## src/rtl/mem_arb_pkg.sv

```systemverilog
// Shared types and default widths for the unified instruction/data memory arbiter.
package mem_arb_pkg;

    localparam int ADDR_W_DEF = 32;
    localparam int DATA_W_DEF = 32;

    typedef enum logic [1:0] {
        IDLE      = 2'd0,
        DATA_BUSY = 2'd1,
        INST_BUSY = 2'd2
    } arb_state_e;

endpackage

```

## src/rtl/inst_fetch_buffer.sv

```systemverilog
// One-entry tagged instruction buffer: fill from memory, drop on a store to the
// cached address, and report a hit when the tag matches the current PC.
module inst_fetch_buffer
    import mem_arb_pkg::*;
#(
    parameter int ADDR_WIDTH = ADDR_W_DEF,
    parameter int DATA_WIDTH = DATA_W_DEF
) (
    input  logic                  clk,
    input  logic                  rst,
    input  logic                  fill_en,
    input  logic [ADDR_WIDTH-1:0] fill_addr,
    input  logic [DATA_WIDTH-1:0] fill_data,
    input  logic                  inval_en,
    input  logic [ADDR_WIDTH-1:0] inval_addr,
    input  logic [ADDR_WIDTH-1:0] pc,
    output logic [DATA_WIDTH-1:0] data,
    output logic                  hit
);

    logic                  valid_q, valid_d;
    logic [ADDR_WIDTH-1:0] addr_q, addr_d;
    logic [DATA_WIDTH-1:0] data_q, data_d;

    // Next-state of the entry; a fill always wins over an invalidate.
    always_comb begin
        valid_d = valid_q;
        addr_d  = addr_q;
        data_d  = data_q;
        if (fill_en) begin
            valid_d = 1'b1;
            addr_d  = fill_addr;
            data_d  = fill_data;
        end else if (inval_en && (inval_addr == addr_q)) begin
            valid_d = 1'b0;
        end else begin
            valid_d = valid_q;
        end
    end

    // Entry registers with synchronous reset.
    always_ff @(posedge clk) begin
        if (rst) begin
            valid_q <= 1'b0;
            addr_q  <= {ADDR_WIDTH{1'b0}};
            data_q  <= {DATA_WIDTH{1'b0}};
        end else begin
            valid_q <= valid_d;
            addr_q  <= addr_d;
            data_q  <= data_d;
        end
    end

    assign data = data_q;
    assign hit  = valid_q && (addr_q == pc);

endmodule

```

## src/rtl/unified_mem_arbiter.sv

```systemverilog
// Shares one single-port variable-latency memory between instruction fetch and
// data access; data has priority and only one transaction is ever outstanding.
module unified_mem_arbiter
    import mem_arb_pkg::*;
#(
    parameter int ADDR_WIDTH = ADDR_W_DEF,
    parameter int DATA_WIDTH = DATA_W_DEF
) (
    input  logic                  cpu_clk,
    input  logic                  cpu_rst,
    input  logic [ADDR_WIDTH-1:0] PC,
    output logic [DATA_WIDTH-1:0] INST,
    output logic                  inst_mem_hazard,
    input  logic [ADDR_WIDTH-1:0] cpu_data_mem_raddr,
    input  logic                  cpu_data_mem_read,
    output logic [DATA_WIDTH-1:0] data_mem_rdata,
    input  logic [ADDR_WIDTH-1:0] cpu_data_mem_waddr,
    input  logic [DATA_WIDTH-1:0] cpu_data_mem_wdata,
    input  logic                  cpu_data_mem_write,
    output logic                  data_mem_hazard,
    output logic                  mem_req,
    output logic                  mem_we,
    output logic [ADDR_WIDTH-1:0] mem_addr,
    output logic [DATA_WIDTH-1:0] mem_wdata,
    input  logic                  mem_ready,
    input  logic [DATA_WIDTH-1:0] mem_rdata
);

    arb_state_e            state_q, state_d;
    logic                  mem_req_q, mem_req_d;
    logic                  mem_we_q, mem_we_d;
    logic [ADDR_WIDTH-1:0] mem_addr_q, mem_addr_d;
    logic [DATA_WIDTH-1:0] mem_wdata_q, mem_wdata_d;
    logic                  data_ok_q, data_ok_d;
    logic [DATA_WIDTH-1:0] rdata_q, rdata_d;

    logic                  data_op;
    logic                  fill_en;
    logic                  inval_en;
    logic                  ibuf_hit;
    logic [DATA_WIDTH-1:0] ibuf_data;

    assign data_op         = cpu_data_mem_write | cpu_data_mem_read;
    assign inst_mem_hazard = !ibuf_hit;
    assign data_mem_hazard = data_op && !data_ok_q;
    assign INST            = ibuf_data;
    assign data_mem_rdata  = rdata_q;
    assign mem_req         = mem_req_q;
    assign mem_we          = mem_we_q;
    assign mem_addr        = mem_addr_q;
    assign mem_wdata       = mem_wdata_q;

    inst_fetch_buffer #(
        .ADDR_WIDTH (ADDR_WIDTH),
        .DATA_WIDTH (DATA_WIDTH)
    ) u_ibuf (
        .clk        (cpu_clk),
        .rst        (cpu_rst),
        .fill_en    (fill_en),
        .fill_addr  (mem_addr_q),
        .fill_data  (mem_rdata),
        .inval_en   (inval_en),
        .inval_addr (mem_addr_q),
        .pc         (PC),
        .data       (ibuf_data),
        .hit        (ibuf_hit)
    );

    // Arbitration FSM next-state; data_ok only ever lives for one cycle, so a
    // retiring data op cannot be reissued and a fetch may use that IDLE slot.
    always_comb begin
        state_d     = state_q;
        mem_req_d   = mem_req_q;
        mem_we_d    = mem_we_q;
        mem_addr_d  = mem_addr_q;
        mem_wdata_d = mem_wdata_q;
        data_ok_d   = 1'b0;
        rdata_d     = rdata_q;
        fill_en     = 1'b0;
        inval_en    = 1'b0;
        case (state_q)
            IDLE: begin
                if (data_op && !data_ok_q) begin
                    state_d     = DATA_BUSY;
                    mem_req_d   = 1'b1;
                    mem_we_d    = cpu_data_mem_write;
                    mem_addr_d  = cpu_data_mem_write ? cpu_data_mem_waddr : cpu_data_mem_raddr;
                    mem_wdata_d = cpu_data_mem_wdata;
                end else if (inst_mem_hazard) begin
                    state_d    = INST_BUSY;
                    mem_req_d  = 1'b1;
                    mem_we_d   = 1'b0;
                    mem_addr_d = PC;
                end else begin
                    state_d = IDLE;
                end
            end
            DATA_BUSY: begin
                if (mem_ready) begin
                    state_d   = IDLE;
                    mem_req_d = 1'b0;
                    data_ok_d = 1'b1;
                    inval_en  = mem_we_q;
                    if (!mem_we_q) begin
                        rdata_d = mem_rdata;
                    end else begin
                        rdata_d = rdata_q;
                    end
                end else begin
                    state_d = DATA_BUSY;
                end
            end
            INST_BUSY: begin
                if (mem_ready) begin
                    state_d   = IDLE;
                    mem_req_d = 1'b0;
                    fill_en   = 1'b1;
                end else begin
                    state_d = INST_BUSY;
                end
            end
            default: begin
                state_d   = IDLE;
                mem_req_d = 1'b0;
            end
        endcase
    end

    // FSM and registered memory-side outputs with synchronous reset.
    always_ff @(posedge cpu_clk) begin
        if (cpu_rst) begin
            state_q     <= IDLE;
            mem_req_q   <= 1'b0;
            mem_we_q    <= 1'b0;
            mem_addr_q  <= {ADDR_WIDTH{1'b0}};
            mem_wdata_q <= {DATA_WIDTH{1'b0}};
            data_ok_q   <= 1'b0;
            rdata_q     <= {DATA_WIDTH{1'b0}};
        end else begin
            state_q     <= state_d;
            mem_req_q   <= mem_req_d;
            mem_we_q    <= mem_we_d;
            mem_addr_q  <= mem_addr_d;
            mem_wdata_q <= mem_wdata_d;
            data_ok_q   <= data_ok_d;
            rdata_q     <= rdata_d;
        end
    end

endmodule
```

## config.mk

```make
export PLATFORM = sky130hd
export DESIGN_NAME = unified_mem_arbiter
export DESIGN_NICKNAME = d
export VERILOG_FILES = /design/src/rtl/mem_arb_pkg.sv /design/src/rtl/inst_fetch_buffer.sv /design/src/rtl/unified_mem_arbiter.sv
export SDC_FILE = /design/constraint.sdc
export NUM_CORES = 1
export LEC_CHECK = 0
export BUFFER_PORTS_ARGS = -buffer_cell sky130_fd_sc_hd__buf_4
export CORE_MARGIN = 1
export CORE_UTILIZATION = 40
export DETAILED_ROUTE_END_ITERATION = 7
export GPL_ROUTABILITY_DRIVEN = 0
export PLACE_DENSITY = 0.67
export SLEW_MARGIN = 20
export SYNTH_ARGS = -nofsm -noshare
export SYNTH_HDL_FRONTEND = slang
export SYNTH_SLANG_ARGS = --single-unit
```

## constraint.sdc

```tcl
create_clock -name cpu_clk -period 1.7 [get_ports cpu_clk]
set_input_delay 0.17 -clock cpu_clk [delete_from_list [all_inputs] [get_ports cpu_clk]]
set_output_delay 0.17 -clock cpu_clk [all_outputs]
set_load 0.1 [all_outputs]
```

# Yosys cells after proc, flatten, opt, wreduce, memory -nomap -nowiden
# Cells that the tools add are included.
# W data, S select, Z words.
[totals]
regBits = 166
elab_cells = 53
output_inout_bits = 132
[classes]
n_mux = 20
n_eq_ne = 7
n_bitwise = 3
n_reduce_logical = 13
[ops]
columns = ["op", "count"]
rows = [
  ["$mux W32", 3],
  ["$eq A32 B32 Y1", 2],
  ["$mux W1", 12],
  ["$mux W2", 3],
  ["$pmux W2 S3", 1],
  ["$reduce_and A2 Y1", 3],
  ["$reduce_or A2 Y1", 2],
  ["$logic_and A1 B1 Y1", 3],
  ["$ne A3 B3 Y1 const B", 1],
  ["$reduce_and A3 Y1", 1],
  ["$eq A2 B1 Y1 const B", 1],
  ["$eq A2 B2 Y1 const B", 1],
  ["$logic_not A1 Y1", 2],
  ["$logic_not A2 Y1", 1],
  ["$ne A2 B1 Y1 const B", 1],
  ["$ne A2 B2 Y1 const B", 1],
  ["$not A1 Y1", 2],
  ["$pmux W1 S2", 1],
  ["$reduce_bool A2 Y1", 1],
  ["$or A1 B1 Y1", 1],
]

# Logic depth before layout (Yosys ltp)
# Gate-level depths: netlist of the first run.
[depth]
depth_word = 5
mapped_depth = 9
depth_no_buf = 7

# Hierarchy
# A second synthesis of the first run with hierarchy kept.
[hier_totals]
cells_unflattened = 790
hier_area_um2 = 7338.3
[by_module_without_submodules]
columns = ["module", "cells_each", "n_inst", "seq_area_each_um2", "area_each_um2"]
rows = [
  ["unified_mem_arbiter", 495, 1, 2021.9, 4379.2],
  ["inst_fetch_buffer", 295, 1, 1301.2, 2959.1],
]

# Worst setup path before layout of the first run
# No wires, ideal clock.
[synth_path]
path_kind = "reg-to-reg"
from = "register u_ibuf.addr_q[23]"
to = "register state_q[1]"
t_arrival_ns = 2.730
setup_ns = 0.129
path_stages_with_launch = 7
n_path_buf = 0
setup_slack_ns = -1.159
period_less_slack_ns = 2.859
cell_sequence = "dfxtp_1 -> nor2b_1 -> a2111o_1 -> nor4_4 -> nand4_1 -> a32oi_1 -> nor3_1"
[synth_between]
elab_chain_cells = 5
[synth_rtl]
columns = ["element", "line_no", "source"]
rows = [
  ["start, declared", "inst_fetch_buffer.sv:22", "logic [ADDR_WIDTH-1:0] addr_q, addr_d;"],
  ["start signal, assigned", "inst_fetch_buffer.sv:45", "addr_q <= {ADDR_WIDTH{1'b0}};"],
  ["start signal, assigned", "inst_fetch_buffer.sv:49", "addr_q <= addr_d;"],
  ["$eq A32 B32 Y1", "inst_fetch_buffer.sv:55", "assign hit = valid_q && (addr_q == pc);"],
  ["$logic_and A1 B1 Y1", "inst_fetch_buffer.sv:55", ""],
  ["$mux W2", "unified_mem_arbiter.sv:89", "end else if (inst_mem_hazard) begin"],
  ["$mux W2", "unified_mem_arbiter.sv:83", "if (data_op && !data_ok_q) begin"],
  ["$pmux W2 S3", "unified_mem_arbiter.sv:81", "case (state_q)"],
  ["end signal, assigned", "unified_mem_arbiter.sv:140", "state_q <= state_d;"],
  ["end, declared", "unified_mem_arbiter.sv:29", "arb_state_e state_q, state_d;"],
]
# No other way between the ends.
# A chain may end at the register's enable or synchronous reset.

# Final worst setup path of the first run
[layout_path]
from = "register u_ibuf.addr_q[24]"
to = "output port inst_mem_hazard"
[layout_between]
elab_chain_cells = 3
[layout_rtl]
columns = ["element", "line_no", "source"]
rows = [
  ["$eq A32 B32 Y1", "inst_fetch_buffer.sv:55", ""],
  ["$logic_and A1 B1 Y1", "inst_fetch_buffer.sv:55", ""],
  ["$logic_not A1 Y1", "unified_mem_arbiter.sv:44", "assign inst_mem_hazard = !ibuf_hit;"],
  ["end, declared", "unified_mem_arbiter.sv:13", "output logic inst_mem_hazard,"],
]
# No other way between the ends.

==> flow_metrics.env, run 1 <==
export IMPL_drc=0
export IMPL_end_kind="output port"
export IMPL_tightest_slew_ps=589
export IMPL_fin_skew_ps=9.48
export IMPL_min_path_cells=3
export IMPL_wirelength_mm=24.7
export IMPL_p_comb_share_pct=32.7
export IMPL_die_y_um=136
export IMPL_yosysSeqAreaShare_pct=46.0
export IMPL_cts_root_buf="clkbuf_16"
export IMPL_vdd_ir_drop_max_uv=723
export IMPL_path_class="reg2out"
export IMPL_die_w_um=136
export IMPL_fin_crit_sh_pct=132
export IMPL_power_density_nw_per_um2=1060
export IMPL_power_frac_seq_pct=35.9
export IMPL_clk_pin_slew_ps=60
export IMPL_dieArea_um2=18600
export IMPL_startpoint_type="flop"
export IMPL_synth_edf_count=0
export IMPL_synth_commonest_cells="nand2_1, dfxtp_1, a21oi_1"
export IMPL_status="complete, but fails checks"
export IMPL_slew_violations=0
export IMPL_synth_top_family_by_area="simple AND/OR/NAND/NOR gates"
export IMPL_ys_types=31
export IMPL_cap_violations=0
export IMPL_antenna_found_initial=0
export IMPL_grt_max_degree=63
export IMPL_drive_above_1_share_pct=34.9
export IMPL_dpl_worst_slack_ps=-269
export IMPL_path_max_fanout=2
export IMPL_cts_sinks=166
export IMPL_yosys_area_share_adder_pct=0.693
export IMPL_final_setup_tns_ps=-11660
export IMPL_fmax_ghz=0.447
export IMPL_rows=48
export IMPL_holdCritPathClass="in2reg"
export IMPL_synth_nets=1074
export IMPL_n_fill_cell=1501
export IMPL_io_pins=297
export IMPL_syn_to_final_growth_pct=60.1
export IMPL_yosysTopAreaCell="dfxtp_1"
export IMPL_first_iter_violations=370
export IMPL_violations="setup timing"
export IMPL_h_tree_depth=4
export IMPL_syn_inst=905
export IMPL_r2r_setup_slack_ps=-410
export IMPL_switching_share_pct=38.0
export IMPL_insertion_delay_ps=430
export IMPL_relSlewSlack_pct=60.7
export IMPL_final_hold_viol_count=0
export IMPL_via_per_inst=4.95
export IMPL_grt_usage_pct=26.4
export IMPL_cts_tree="done"
export IMPL_clock_power_share_pct=31.4
export IMPL_p_leak_nw=5.16
export IMPL_synthFlopType="dfxtp_1"
export IMPL_wl_per_cell_um=16.2
export IMPL_numCtsBuffers=17
export IMPL_crit_required_ps=1530
export IMPL_r2r_end="mem_req"
export IMPL_antenna_cells=0
export IMPL_fin_cells=1530
export IMPL_p_int_w=0.00758
export IMPL_p_sw_w=0.00464
export IMPL_clockBufferDepth=2
export IMPL_worst_slack_ps=-538
export IMPL_synthMostInstantiatedCell="nand2_1"
export IMPL_dp_cells=1428
export IMPL_ant_nets=0
export IMPL_synthArstFlopShare_pct=0
export IMPL_synth_area_leaders="dfxtp_1, nand2_1, a21oi_1"
export IMPL_yosys_warnings=0
export IMPL_fin_crit_ps=2240
export IMPL_yosysTopAreaCellShare_pct=46.0
export IMPL_fp_coreArea_um2=17500
export IMPL_hold_end="u_ibuf.data[7]"
export IMPL_regToRegStartpoint="u_ibuf.addr_q[24]"
export IMPL_grt_pass1_vias=7344
export IMPL_min_from="mem_rdata[7]"
export IMPL_drt_pre_antenna_iters=5
export IMPL_yosys_area_share_xor_xnor_pct=6.19
export IMPL_grt_overflow_total=0
export IMPL_grt_pass1_wl_mm=37.4
export IMPL_vias=7573
export IMPL_io_buffer_count=296
export IMPL_synthesis_area_um2=7220
export IMPL_ys_ff_latch=166
export IMPL_rr_worst_depth=9
export IMPL_grt_setup_unrepaired="true"
export IMPL_setup_viol=36
export IMPL_nNetsFinal=1461
export IMPL_synthSimpleGateAreaFrac_pct=20.9
export IMPL_muxShareOfSynthArea_pct=8.87
export IMPL_cp_arrival_ps=2070
export IMPL_dp_hpwl_mm=16.7
export IMPL_start_util_pct=41.3
export IMPL_synth_avg_cell_area_um2=7.98
export IMPL_synth_compound_gate_area_share_pct=13.3
layer usage:
| layer | wire length (µm) | vias to the layer above | GRT usage, % |
|---|---|---|---|
| li1 | - | 3757 | - |
| met1 | 10200 | 3479 | 31.6 |
| met2 | 11700 | 284 | 43.3 |
| met3 | 2170 | 53 | 8.61 |
| met4 | 662 | 0 | 10.6 |
| met5 | 0 | - | 0 |
placed cells by master, fill, tap and decap left out, types with 3 or more instances in the layout:
master         count
a2111o_1           4
a21oi_1          131
buf_12            11
buf_4            348
buf_6              3
clkbuf_16         17
clkbuf_8           3
clkinv_4           3
clkinvlp_4         4
dfxtp_1          133
dfxtp_2           33
dlygate4sd3_1     62
ha_1               4
inv_1             11
mux2i_1           62
nand2_1          291
nand2b_1           3
nand4_1            9
nor2_1            36
nor2b_1           10
nor3_1             4
nor4_1             4
o21ai_0           32
xnor2_1           28
xnor2_2            5
xor2_1            18
repair_timing:
action,4_1_cts,5_1_grt
endpoints found under the setup margin,38,70
setup buffers,6,2
gates resized for setup,17,16
pin swaps,7,14
hold buffers,62,0
hold endpoints to repair,91,0
cloned,3,0
worst max-delay path by stage:
stage                     cells past startpoint               from  slack (ps)              end
after detailed placement                      7  u_ibuf.addr_q[24]        -270     mem_addr[19]
final                                         6  u_ibuf.addr_q[24]        -540  inst_mem_hazard
after CTS                                     6   u_ibuf.addr_q[3]        -560  inst_mem_hazard
after global routing                          8  u_ibuf.addr_q[27]        -640  inst_mem_hazard
after floorplan                               6  u_ibuf.addr_q[24]       -1150       state_q[1]
after global placement                        7  u_ibuf.addr_q[24]        -210     mem_addr[20]
stage by stage:
step                area [µm²]  utilization, %  total power [W]  hold slack [ps]
floorplan                 7270               -          0.00707              306
global placement         10100            57.7          0.00815              418
detailed placement       10100            57.7          0.00817              427
CTS                      11500            65.8           0.0123            0.887
global route             11600            66.1           0.0127             10.5
finish                   11600            66.1           0.0122             11.0
critical path, stage by stage, from the launching register on:
cell,delay (ps)
dfxtp_2,320
nor2b_4,110
a2111o_1,420
nor4_4,280
nand4_1,180
buf_6,180
buf_12,160
sequential cells by signal (all words and copies together), names as in the netlist, 2 cells and up:
| name | flops |
|---|---|
| state_q | 2 |
| u_ibuf.data | 32 |
| mem_addr | 32 |
| mem_wdata | 32 |
| data_mem_rdata | 32 |
| u_ibuf.addr_q | 32 |
area by class of cell:
cell class	count	area [µm²]	share of cell area, %
Clock buffer	20	467	4.04
Timing Repair Buffer	427	3560	30.8
Clock inverter	12	120	1.04
Sequential cell	166	3360	29.1
Multi-Input combinational cell	668	3720	32.2
Tap cell	225	282	2.44
Inverter	12	52.6	0.455
kinds of logic after synthesis:
| group | Yosys count |
|---|---|
| buf+inv | 71 |
| flops | 166 |
| mux | 64 |
| compound gates | 177 |
| fa+ha+maj | 4 |
| xor+xnor | 51 |
| simple gates | 372 |
power groups by stage:
stage                     Clock, W  Sequential [W]  Combinational, W
after floorplan                  0         0.00611          0.000961
after global placement           0         0.00445           0.00369
after detailed placement         0         0.00446           0.00371
after CTS                  0.00391         0.00438           0.00398
after global routing       0.00407         0.00441           0.00418
final                      0.00384         0.00438           0.00399
No activity file was read; power rests on OpenSTA's default activity.
==> run 2, diff against run 1 <==
MAX_ROUTING_LAYER = met4   (was not set)
==> run 2 against run 1 <==
The run still ends with setup timing left. Sequential power about the same. Core utilization about the same. Wire length down 0.22%. First-iteration DRC count up 8.4%. Sequential share of layout area about the same. Worst setup slack better by 1.8 ps. Via count about the same. Critical endpoint unchanged.
==> flow_metrics.env, run 2 (same netlist as run 1, synthesis figures left out) <==
export IMPL_power_frac_seq_pct=35.9
export IMPL_fp_coreArea_um2=17500
export IMPL_vdd_ir_drop_max_uv=722
export IMPL_wirelength_mm=24.7
export IMPL_io_buffer_count=296
export IMPL_fin_crit_sh_pct=132
export IMPL_mostFrequentLayoutCell="buf_4"
export IMPL_cts_sinks=166
export IMPL_cp_arrival_ps=2070
export IMPL_holdCritPathClass="in2reg"
export IMPL_path_class="reg2out"
export IMPL_drc=0
export IMPL_slew_violations=0
export IMPL_clk_pin_slew_ps=60
export IMPL_use_met2_pct=43.3
export IMPL_tightest_slew_ps=591
export IMPL_end_kind="output port"
export IMPL_insertion_delay_ps=430
export IMPL_rows=48
export IMPL_clock_power_share_pct=31.4
export IMPL_power_density_nw_per_um2=1060
export IMPL_stdcell_area_um2=11600
export IMPL_grt_usage_pct=27.1
export IMPL_io_pins=297
export IMPL_p_comb_share_pct=32.7
export IMPL_total_power_w=0.0122
export IMPL_first_iter_violations=401
export IMPL_final_hold_viol_count=0
export IMPL_drt_pre_antenna_iters=5
export IMPL_startpoint_type="flop"
export IMPL_start_util_pct=41.3
export IMPL_layout_common_cells="buf_4, nand2_1, dfxtp_1, a21oi_1"
export IMPL_vias=7572
export IMPL_crit_required_ps=1530
export IMPL_clockBufferDepth=2
export IMPL_whs_ps=11.6
export IMPL_die_y_um=136
export IMPL_p_sw_w=0.00464
export IMPL_dp_hpwl_mm=16.7
export IMPL_p_int_w=0.00758
export IMPL_cts_tree="done"
export IMPL_placed_cell_area_um2=10100
export IMPL_top_usage_layer="met2"
export IMPL_grt_pass1_wl_mm=37.3
export IMPL_worst_slack_ps=-536
export IMPL_violations="setup timing"
export IMPL_wl_per_cell_um=16.1
export IMPL_via_per_inst=4.95
export IMPL_dieArea_um2=18600
export IMPL_fmax_ghz=0.447
export IMPL_dpl_worst_slack_ps=-269
export IMPL_h_tree_depth=4
export IMPL_status="complete, but fails checks"
export IMPL_relSlewSlack_pct=60.6
export IMPL_die_w_um=136
export IMPL_ant_nets=0
export IMPL_switching_share_pct=38.0
export IMPL_cts_root_buf="clkbuf_16"
export IMPL_numCtsBuffers=17
export IMPL_fin_crit_ps=2240
export IMPL_setup_viol=36
export IMPL_path_max_fanout=2
export IMPL_grt_use_met3_pct=7.68
export IMPL_antenna_found_initial=0
export IMPL_p_leak_nw=5.16
export IMPL_cap_violations=0
export IMPL_dp_cells=1428
export IMPL_grt_setup_unrepaired="true"
export IMPL_fin_skew_ps=9.40
export IMPL_grt_pass1_vias=7370
export IMPL_use_met1_pct=32.4
export IMPL_antenna_cells=0
export IMPL_fin_cells=1530
export IMPL_drive_above_1_share_pct=34.8
export IMPL_syn_to_final_growth_pct=60.1
export IMPL_nNetsFinal=1461
export IMPL_grt_overflow_total=0
export IMPL_grt_max_degree=63
-- run 2: path summary, 6_finish.rpt --
path | start | endpoint | slack (ps) | cells past startpoint
setup / recovery | u_ibuf.addr_q[27] | inst_mem_hazard | -540 | 8
hold / removal | mem_rdata[7] | u_ibuf.data[7] | 10 | 3
setup reg to reg | u_ibuf.addr_q[27] | mem_req | -410 | 11
hold reg to reg | mem_wdata[21] | mem_wdata[21] | 450 | 2
-- run 2: routing by layer --
| metal | up-vias | wire (µm) |
|---|---|---|
| met1 | 3498 | 10500 |
| met2 | 271 | 11800 |
| met3 | 48 | 1830 |
| li1 | 3755 | - |
| met4 | 0 | 588 |
| met5 | - | 0 |
-- run 2: timing repair --
action                     in CTS  in global routing
resized for setup              17                 16
cloned                          3                  0
hold buffers                   62                  0
hold endpoints to repair       91                  0
setup endpoints to repair      38                 70
pin swaps                       7                 14
buffers inserted                6                  2
-- run 2: worst max-delay path, stage by stage (launching register included) --
cell and delay, ps:
dfxtp_1 320, xnor2_1 170, buf_4 150, nand4_1 140, nor4_2 210, buf_4 190, nand4_1 130, buf_6 170
buf_12 160
-- run 2: metrics by stage --
step / setup TNS, ps / util (%)
final: -11500 / 66.1
after global routing: -14730 / 66.1
after CTS: -13440 / 65.8
after detailed placement: -7840 / 57.7
after global placement: -6320 / 57.7
after floorplan: -8140 / -
-- run 2: cell type report --
| cell class | count | area [µm²] |
|---|---|---|
| multi-input cells | 668 | 3710 |
| fillers | 1503 | 5920 |
| inverters | 12 | 52.6 |
| clock inverters | 12 | 120 |
| clock buffers | 20 | 467 |
| flip-flops and latches | 166 | 3360 |
| repair buffers | 427 | 3560 |
| well taps | 225 | 282 |
-- run 2: power groups by stage --
stage / Sequential [W] / Clock [W] / Combinational (W)
floorplan: 0.00611 / 0 / 0.000961
global placement: 0.00445 / 0 / 0.00369
detailed placement: 0.00446 / 0 / 0.00371
CTS: 0.00438 / 0.00391 / 0.00398
global route: 0.00441 / 0.00408 / 0.00418
finish: 0.00438 / 0.00384 / 0.00400
